==> config.mk <==
export PLATFORM = sky130hd
export DESIGN_NAME = mul_unit
export DESIGN_NICKNAME = d
export VERILOG_FILES = /design/src/rtl/muldiv_pkg.sv /design/src/rtl/mul.sv /design/src/rtl/mul_unit.sv
export SDC_FILE = /design/constraint.sdc
export NUM_CORES = 1
export LEC_CHECK = 0
export BUFFER_PORTS_ARGS = -buffer_cell sky130_fd_sc_hd__buf_2
export CAP_MARGIN = 20
export CORE_MARGIN = 2
export CORE_UTILIZATION = 45
export CTS_CLUSTER_SIZE = 14
export DETAILED_ROUTE_END_ITERATION = 16
export PLACE_DENSITY_LB_ADDON = 0.15
export SLEW_MARGIN = 20
export SYNTH_ARGS = -nofsm -noshare
export SYNTH_HDL_FRONTEND = slang
export SYNTH_SLANG_ARGS = --single-unit
==> constraint.sdc <==
create_clock -name clk_i -period 12.5 [get_ports clk_i]
set_input_delay 0.625 -clock clk_i [delete_from_list [all_inputs] [get_ports clk_i]]
set_output_delay 0.625 -clock clk_i [all_outputs]
set_load 0.1 [all_outputs]
==> src/rtl/muldiv_pkg.sv <==
// Shared definitions for the RV32M multiply/divide datapath: operation
// encoding, sequencer FSM states and the default operand width.
package muldiv_pkg;

    localparam int XLEN_DEF = 32;

    // Multiply group encoding as presented by the execute stage.
    typedef enum logic [1:0] {
        OP_MUL    = 2'b00,
        OP_MULH   = 2'b01,
        OP_MULHSU = 2'b10,
        OP_MULHU  = 2'b11
    } mul_op_e;

    // Sequencer states of mul_unit.
    typedef enum logic [1:0] {
        ST_IDLE = 2'b00,
        ST_RUN  = 2'b01,
        ST_DONE = 2'b10
    } mul_state_e;

endpackage

==> src/rtl/mul.sv <==
// Unsigned iterative multiply core. One partial product is accumulated per
// clock while req_i is high; ready_o rises after XLEN such edges and the full
// 2*XLEN product is then available on p_o. Dropping req_i for a cycle clears
// the core, which is how the wrapper flushes it between operations.
module mul #(
    parameter int XLEN = 32
) (
    input  logic                clk_i,
    input  logic                rst_i,
    input  logic                req_i,
    input  logic [XLEN-1:0]     a_i,
    input  logic [XLEN-1:0]     b_i,
    output logic                ready_o,
    output logic [2*XLEN-1:0]   p_o
);

    localparam int CW = $clog2(XLEN + 1);
    localparam int IW = $clog2(XLEN);
    localparam logic [CW-1:0] CNT_MAX = CW'(XLEN);

    logic [CW-1:0]     cnt;
    logic [2*XLEN-1:0] acc;
    logic [2*XLEN-1:0] partial;
    logic [IW-1:0]     idx;

    // Partial product for the multiplier bit selected by the step counter.
    always_comb begin
        idx     = cnt[IW-1:0];
        partial = '0;
        if (b_i[idx]) begin
            partial = {{XLEN{1'b0}}, a_i} << idx;
        end
    end

    // Accumulate while requested; hold once finished; clear when idle.
    always_ff @(posedge clk_i or posedge rst_i) begin
        if (rst_i) begin
            cnt <= '0;
            acc <= '0;
        end else if (!req_i) begin
            cnt <= '0;
            acc <= '0;
        end else if (cnt != CNT_MAX) begin
            acc <= acc + partial;
            cnt <= cnt + 1'b1;
        end
    end

    assign ready_o = (cnt == CNT_MAX);
    assign p_o     = acc;

endmodule

==> src/rtl/mul_unit.sv <==
// Sequencing wrapper for the RV32M multiply group. Accepts one operation over
// valid/ready, feeds operand magnitudes to the unsigned core, sign-corrects
// and half-selects the product, and holds the result until consumed.
//
// Handshakes: a transfer happens on a rising edge where the producer's valid
// and the receiver's ready are both high; valid, once raised, stays high with
// stable payload until that edge (unless kill_i abandons the operation).
module mul_unit
    import muldiv_pkg::*;
#(
    parameter int XLEN = XLEN_DEF
) (
    input  logic              clk_i,
    input  logic              rst_ni,
    input  logic              valid_i,
    output logic              ready_o,
    input  logic [1:0]        op_i,
    input  logic [XLEN-1:0]   rs1_i,
    input  logic [XLEN-1:0]   rs2_i,
    input  logic              kill_i,
    output logic              valid_o,
    input  logic              ready_i,
    output logic [XLEN-1:0]   result_o,
    output logic              busy_o,
    output mul_state_e        state_o
);

    mul_state_e        state, state_d;
    mul_op_e           op_in, op_q;
    logic [XLEN-1:0]   a_q, b_q, a_mag, b_mag;
    logic              neg_q, neg_d, sign1, sign2;
    logic              accept, core_req, core_done;
    logic [2*XLEN-1:0] prod, prod_fix;
    logic [XLEN-1:0]   sel;

    // Operand sign handling: MUL is sign-agnostic in its low half, so only
    // MULH/MULHSU treat rs1 as signed and only MULH treats rs2 as signed.
    always_comb begin
        op_in = mul_op_e'(op_i);
        sign1 = rs1_i[XLEN-1] & ((op_in == OP_MULH) || (op_in == OP_MULHSU));
        sign2 = rs2_i[XLEN-1] & (op_in == OP_MULH);
        a_mag = sign1 ? (-rs1_i) : rs1_i;
        b_mag = sign2 ? (-rs2_i) : rs2_i;
        neg_d = sign1 ^ sign2;
    end

    // Negate the unsigned product when exactly one operand was negative, then
    // pick the half the instruction asks for.
    always_comb begin
        prod_fix = neg_q ? (-prod) : prod;
        sel      = (op_q == OP_MUL) ? prod_fix[XLEN-1:0] : prod_fix[2*XLEN-1:XLEN];
    end

    assign accept   = (state == ST_IDLE) && valid_i && !kill_i;
    assign core_req = (state == ST_RUN);

    mul #(.XLEN(XLEN)) u_mul (
        .clk_i   (clk_i),
        .rst_i   (~rst_ni),
        .req_i   (core_req),
        .a_i     (a_q),
        .b_i     (b_q),
        .ready_o (core_done),
        .p_o     (prod)
    );

    // Next-state logic; kill_i overrides both core completion and ready_i.
    always_comb begin
        state_d = state;
        case (state)
            ST_IDLE: if (accept) state_d = ST_RUN;
            ST_RUN: begin
                if (kill_i)         state_d = ST_IDLE;
                else if (core_done) state_d = ST_DONE;
            end
            ST_DONE: begin
                if (kill_i)       state_d = ST_IDLE;
                else if (ready_i) state_d = ST_IDLE;
            end
            default: state_d = ST_IDLE;
        endcase
    end

    // State register.
    always_ff @(posedge clk_i or negedge rst_ni) begin
        if (!rst_ni) state <= ST_IDLE;
        else         state <= state_d;
    end

    // Operand latch on accept and result capture on core completion.
    always_ff @(posedge clk_i or negedge rst_ni) begin
        if (!rst_ni) begin
            op_q     <= OP_MUL;
            a_q      <= '0;
            b_q      <= '0;
            neg_q    <= 1'b0;
            result_o <= '0;
        end else begin
            if (accept) begin
                op_q  <= op_in;
                a_q   <= a_mag;
                b_q   <= b_mag;
                neg_q <= neg_d;
            end
            if ((state == ST_RUN) && core_done && !kill_i) begin
                result_o <= sel;
            end
        end
    end

    assign ready_o = (state == ST_IDLE);
    assign valid_o = (state == ST_DONE);
    assign busy_o  = (state != ST_IDLE);
    assign state_o = state;

endmodule

==> flow_metrics.env <==
export IMPL_r2r_start="u_mul.cnt[0]$_DFFE_PN0P_"
export IMPL_nFillCells=3308
export IMPL_antenna_diode_count=0
export IMPL_drive_above_1_share=0.129
export IMPL_critPathArrivalTime_ns=5.99
export IMPL_design_portCount=108
export IMPL_skew_ns=0.0120
export IMPL_cts_htree_levels=4
export IMPL_critical_register_to_register_path_endpoint="u_mul.p_o[43]$_DFFE_PN0P_"
export IMPL_finish_instance_area_mm2=0.0167
export IMPL_postSynthRegisterBits=171
export IMPL_max_clock_freq_mhz=176
export IMPL_power_leakage_uw=0.00713
export IMPL_tns_ns=0
export IMPL_synth_warning_count=0
export IMPL_slew_at_the_pin_with_the_worst_max_slew_slack_ns=1.15
export IMPL_tritoncts_clock_tree="built"
export IMPL_detailedRoute_firstPassIterationCount=5
export IMPL_area_growth_synth_to_final_pct=9.00
export IMPL_highest_fanout_seen_on_the_critical_path=52
export IMPL_initial_utilization=0.457
export IMPL_setup_repair_after_global_routing_missed_its_margin="no"
export IMPL_dominantRegCellSynth="sky130_fd_sc_hd__dfrtp_1"
export IMPL_netlist_instances=1932
export IMPL_std_cell_rows=67
export IMPL_setup_worst_path_class="reg2reg"
export IMPL_mappedNetlistNets=2073
export IMPL_globalRouteMet1Util=0.381
export IMPL_route_detailed_drc=0
export IMPL_placement_cell_area_mm2=0.0161
export IMPL_ff2ff_path_depth=17
export IMPL_cts_root_buffer="sky130_fd_sc_hd__clkbuf_16"
export IMPL_fp_coreArea_mm2=0.0336
export IMPL_yosysSeqAreaShare=0.279
export IMPL_floorplan_die_area_mm2=0.0356
export IMPL_drt_total_wl_um=47200
export IMPL_synthDistinctLibCells=82
export IMPL_grt_use_total=0.269
export IMPL_cts_resized=0
export IMPL_vdd_drop_max_mv=0.0949
export IMPL_endpoint="u_mul.p_o[43]$_DFFE_PN0P_"
export IMPL_finalCriticalPeriod_ns=5.69
export IMPL_max_cap_violations=0
export IMPL_drt_iter0_markers=1160
export IMPL_final_hold_violation_count=0
export IMPL_reg_to_reg_setup_timing_slack_ns=6.81
export IMPL_power_density_mw_per_mm2=132
export IMPL_clk_pin_slew_ns=0.07
export IMPL_synth_enable_flop_cells=0
export IMPL_hold_path_class="in2async"
export IMPL_global_route_usage_met3=0.0255
export IMPL_cts_num_sinks=171
export IMPL_numCtsBuffers=17
export IMPL_ys_async_sr_fraction=1.00
export IMPL_antenna_found_initial=0
export IMPL_hold_slack_ns=0.0343
export IMPL_final_net_count=2101
export IMPL_seqCellArea_mm2=0.00428
export IMPL_netlist_area_before_placement_mm2=0.0154
export IMPL_floorplan_die_width_um=189
export IMPL_dieHeight_um=189
export IMPL_cts_hold_buf=0
export IMPL_final_min_period_over_clock_period=0.455
export IMPL_insertion_delay_ns=0.45
export IMPL_grt_overflow_total=0
export IMPL_mostFrequentLayoutCells="sky130_fd_sc_hd__nand2_1, sky130_fd_sc_hd__o21ai_0, sky130_fd_sc_hd__a21oi_1"
export IMPL_slew_viol_final=0
export IMPL_detailroute_via_count=14100
export IMPL_routedWlPerCell_um=19.5
export IMPL_fin_util=0.498
export IMPL_mostFrequentLayoutCell="sky130_fd_sc_hd__nand2_1"
export IMPL_timing_critical_path_to_type="register"
export IMPL_required_ns=12.80
export IMPL_relSlewSlack=0.228
export IMPL_multi_input_area_mm2=0.0105
export IMPL_grt_most_used_layer="met2"
export IMPL_post_cts_buffers=0
export IMPL_vias_in_the_first_global_route=13400
export IMPL_route_detailed_vias_per_inst=5.83
export IMPL_finalSetupViolCount=0
export IMPL_port_buffers=107
export IMPL_start_kind="register"
export IMPL_worstSetupStartpoint="u_mul.cnt[0]$_DFFE_PN0P_"
export IMPL_routabilityCongestion=0.931
export IMPL_hpwl_after_detailed_placement_um=37000
export IMPL_postRouteAntennaNets=0
export IMPL_grt_start_max_net_pins=130
export IMPL_clockBufferDepth=2
export IMPL_syn_area_per_cell_um2=7.95
export IMPL_global_route_wire_length_before_repair_um=74900
export IMPL_groute_layer_met2_usage=0.430
export IMPL_run_status="completed"
worst min path at each step:
stage | start | end | slack [ns]
floorplan | rst_ni | a_q[0]$_DFFE_PN0P_ | 0.33
global placement | result_o[22]$_DFFE_PN0P_ | result_o[22]$_DFFE_PN0P_ | 0.46
detailed placement | result_o[11]$_DFFE_PN0P_ | result_o[11]$_DFFE_PN0P_ | 0.46
CTS | rst_ni | result_o[7]$_DFFE_PN0P_ | 0.31
global route | rst_ni | result_o[7]$_DFFE_PN0P_ | 0.04
finish | rst_ni | result_o[7]$_DFFE_PN0P_ | 0.03
state kept, by name, summed over array words and instances (netlist names):
register and flops:
a_q 32, state_o 2, u_mul.cnt 6, u_mul.p_o 64
result_o 32, b_q 32, neg_q 1, op_q 2
where the power goes:
part	internal, uW	switching (uW)
Combinational	375	623
Sequential	621	81.4
Clock	279	237
Total	1280	942
per-stage QoR:
step	power (uW)	cells	worst slack, ns
2_1_floorplan	1430	1932	7.70
3_3_place_gp	1690	2387	6.92
3_5_place_dp	1700	2387	6.82
4_1_cts	2220	2419	6.81
5_1_grt	2360	2421	6.34
6_report	2220	2421	6.81
metal layers:
metal  share of wire  wire length, um  vias up
li1                -                -     6989
met1            0.47            22400     6652
met2            0.45            21300      413
met3           0.047             2220       61
met4           0.027             1300        0
met5               0                0        -
cells in the mapped netlist, types with 5 or more instances:
library cell                 n  share of area
sky130_fd_sc_hd__and2_1     14         0.0057
sky130_fd_sc_hd__xnor2_1   108          0.062
sky130_fd_sc_hd__clkbuf_1   91          0.022
sky130_fd_sc_hd__o41ai_2     5         0.0053
sky130_fd_sc_hd__or2_2       6         0.0024
sky130_fd_sc_hd__nor2_1    180          0.044
sky130_fd_sc_hd__mux2_2     25          0.018
sky130_fd_sc_hd__o21ai_0   184          0.060
sky130_fd_sc_hd__nand2b_1   14         0.0057
sky130_fd_sc_hd__o211ai_1    8         0.0039
sky130_fd_sc_hd__a31oi_1    21         0.0086
sky130_fd_sc_hd__xor2_1     67          0.038
sky130_fd_sc_hd__nor2b_1    28          0.011
sky130_fd_sc_hd__nand3_1    24         0.0078
sky130_fd_sc_hd__o41ai_1    11         0.0063
sky130_fd_sc_hd__nand4_1    22         0.0090
sky130_fd_sc_hd__a21oi_1   180          0.059
sky130_fd_sc_hd__ha_1       69          0.056
sky130_fd_sc_hd__dfrtp_1   171           0.28
sky130_fd_sc_hd__inv_1      38         0.0093
sky130_fd_sc_hd__o31ai_1    30          0.015
sky130_fd_sc_hd__or4_1       7         0.0034
sky130_fd_sc_hd__or3_1      11         0.0045
sky130_fd_sc_hd__o21bai_1   11         0.0054
sky130_fd_sc_hd__nor3_1     31          0.010
sky130_fd_sc_hd__nand2_1   299          0.073
sky130_fd_sc_hd__a21o_1     28          0.014
sky130_fd_sc_hd__buf_2      13         0.0042
sky130_fd_sc_hd__nor4_1     15         0.0061
sky130_fd_sc_hd__mux2i_1    37          0.024
sky130_fd_sc_hd__buf_1       9         0.0022
sky130_fd_sc_hd__o21ai_1    13         0.0042
sky130_fd_sc_hd__mux4_2     28          0.041
sky130_fd_sc_hd__a22oi_1     8         0.0039
sky130_fd_sc_hd__o21a_1     13         0.0064
sky130_fd_sc_hd__and3_1     17         0.0069
sky130_fd_sc_hd__a211oi_1   16         0.0078
worst max-delay path, cell delays in order, from the launching register on:
cell and delay [ns]:
sky130_fd_sc_hd__dfrtp_2 0.34, sky130_fd_sc_hd__buf_4 0.58, sky130_fd_sc_hd__mux4_2 0.59, sky130_fd_sc_hd__mux4_2 0.46
sky130_fd_sc_hd__nand2b_1 0.29, sky130_fd_sc_hd__nor3_1 0.14, sky130_fd_sc_hd__and2_1 0.18, sky130_fd_sc_hd__ha_1 0.34
sky130_fd_sc_hd__a21o_1 0.18, sky130_fd_sc_hd__a21oi_1 0.19, sky130_fd_sc_hd__a21oi_1 0.14, sky130_fd_sc_hd__o311ai_1 0.46
sky130_fd_sc_hd__o21ai_0 0.31, sky130_fd_sc_hd__a21oi_1 0.55, sky130_fd_sc_hd__o31ai_1 0.22, sky130_fd_sc_hd__a41oi_1 0.28
sky130_fd_sc_hd__xor2_1 0.16, sky130_fd_sc_hd__o21ai_0 0.08
area by class of cell:
type                    count  share of cell area
inverters                  38             0.00852
clock buffers              18              0.0262
repair buffers            123              0.0415
well taps                 448              0.0335
multi-input cells        1609               0.627
flip-flops and latches    171               0.256
clock inverters            14             0.00725
kinds of logic (layout without fill, tap and decap cells):
group                      Yosys count  after routing  share of synthesized area
and+or+nand+nor                    699            699                      0.213
AOI/OAI and AO/OA                  574            574                      0.229
xor gates and xnor gates           175            175                     0.0998
DFF                                171            171                      0.279
buffers and inverters              152            193                     0.0383
muxes                               91             91                     0.0842
adders and majority gates           70             70                     0.0575
(Power assumes the default switching activity.)
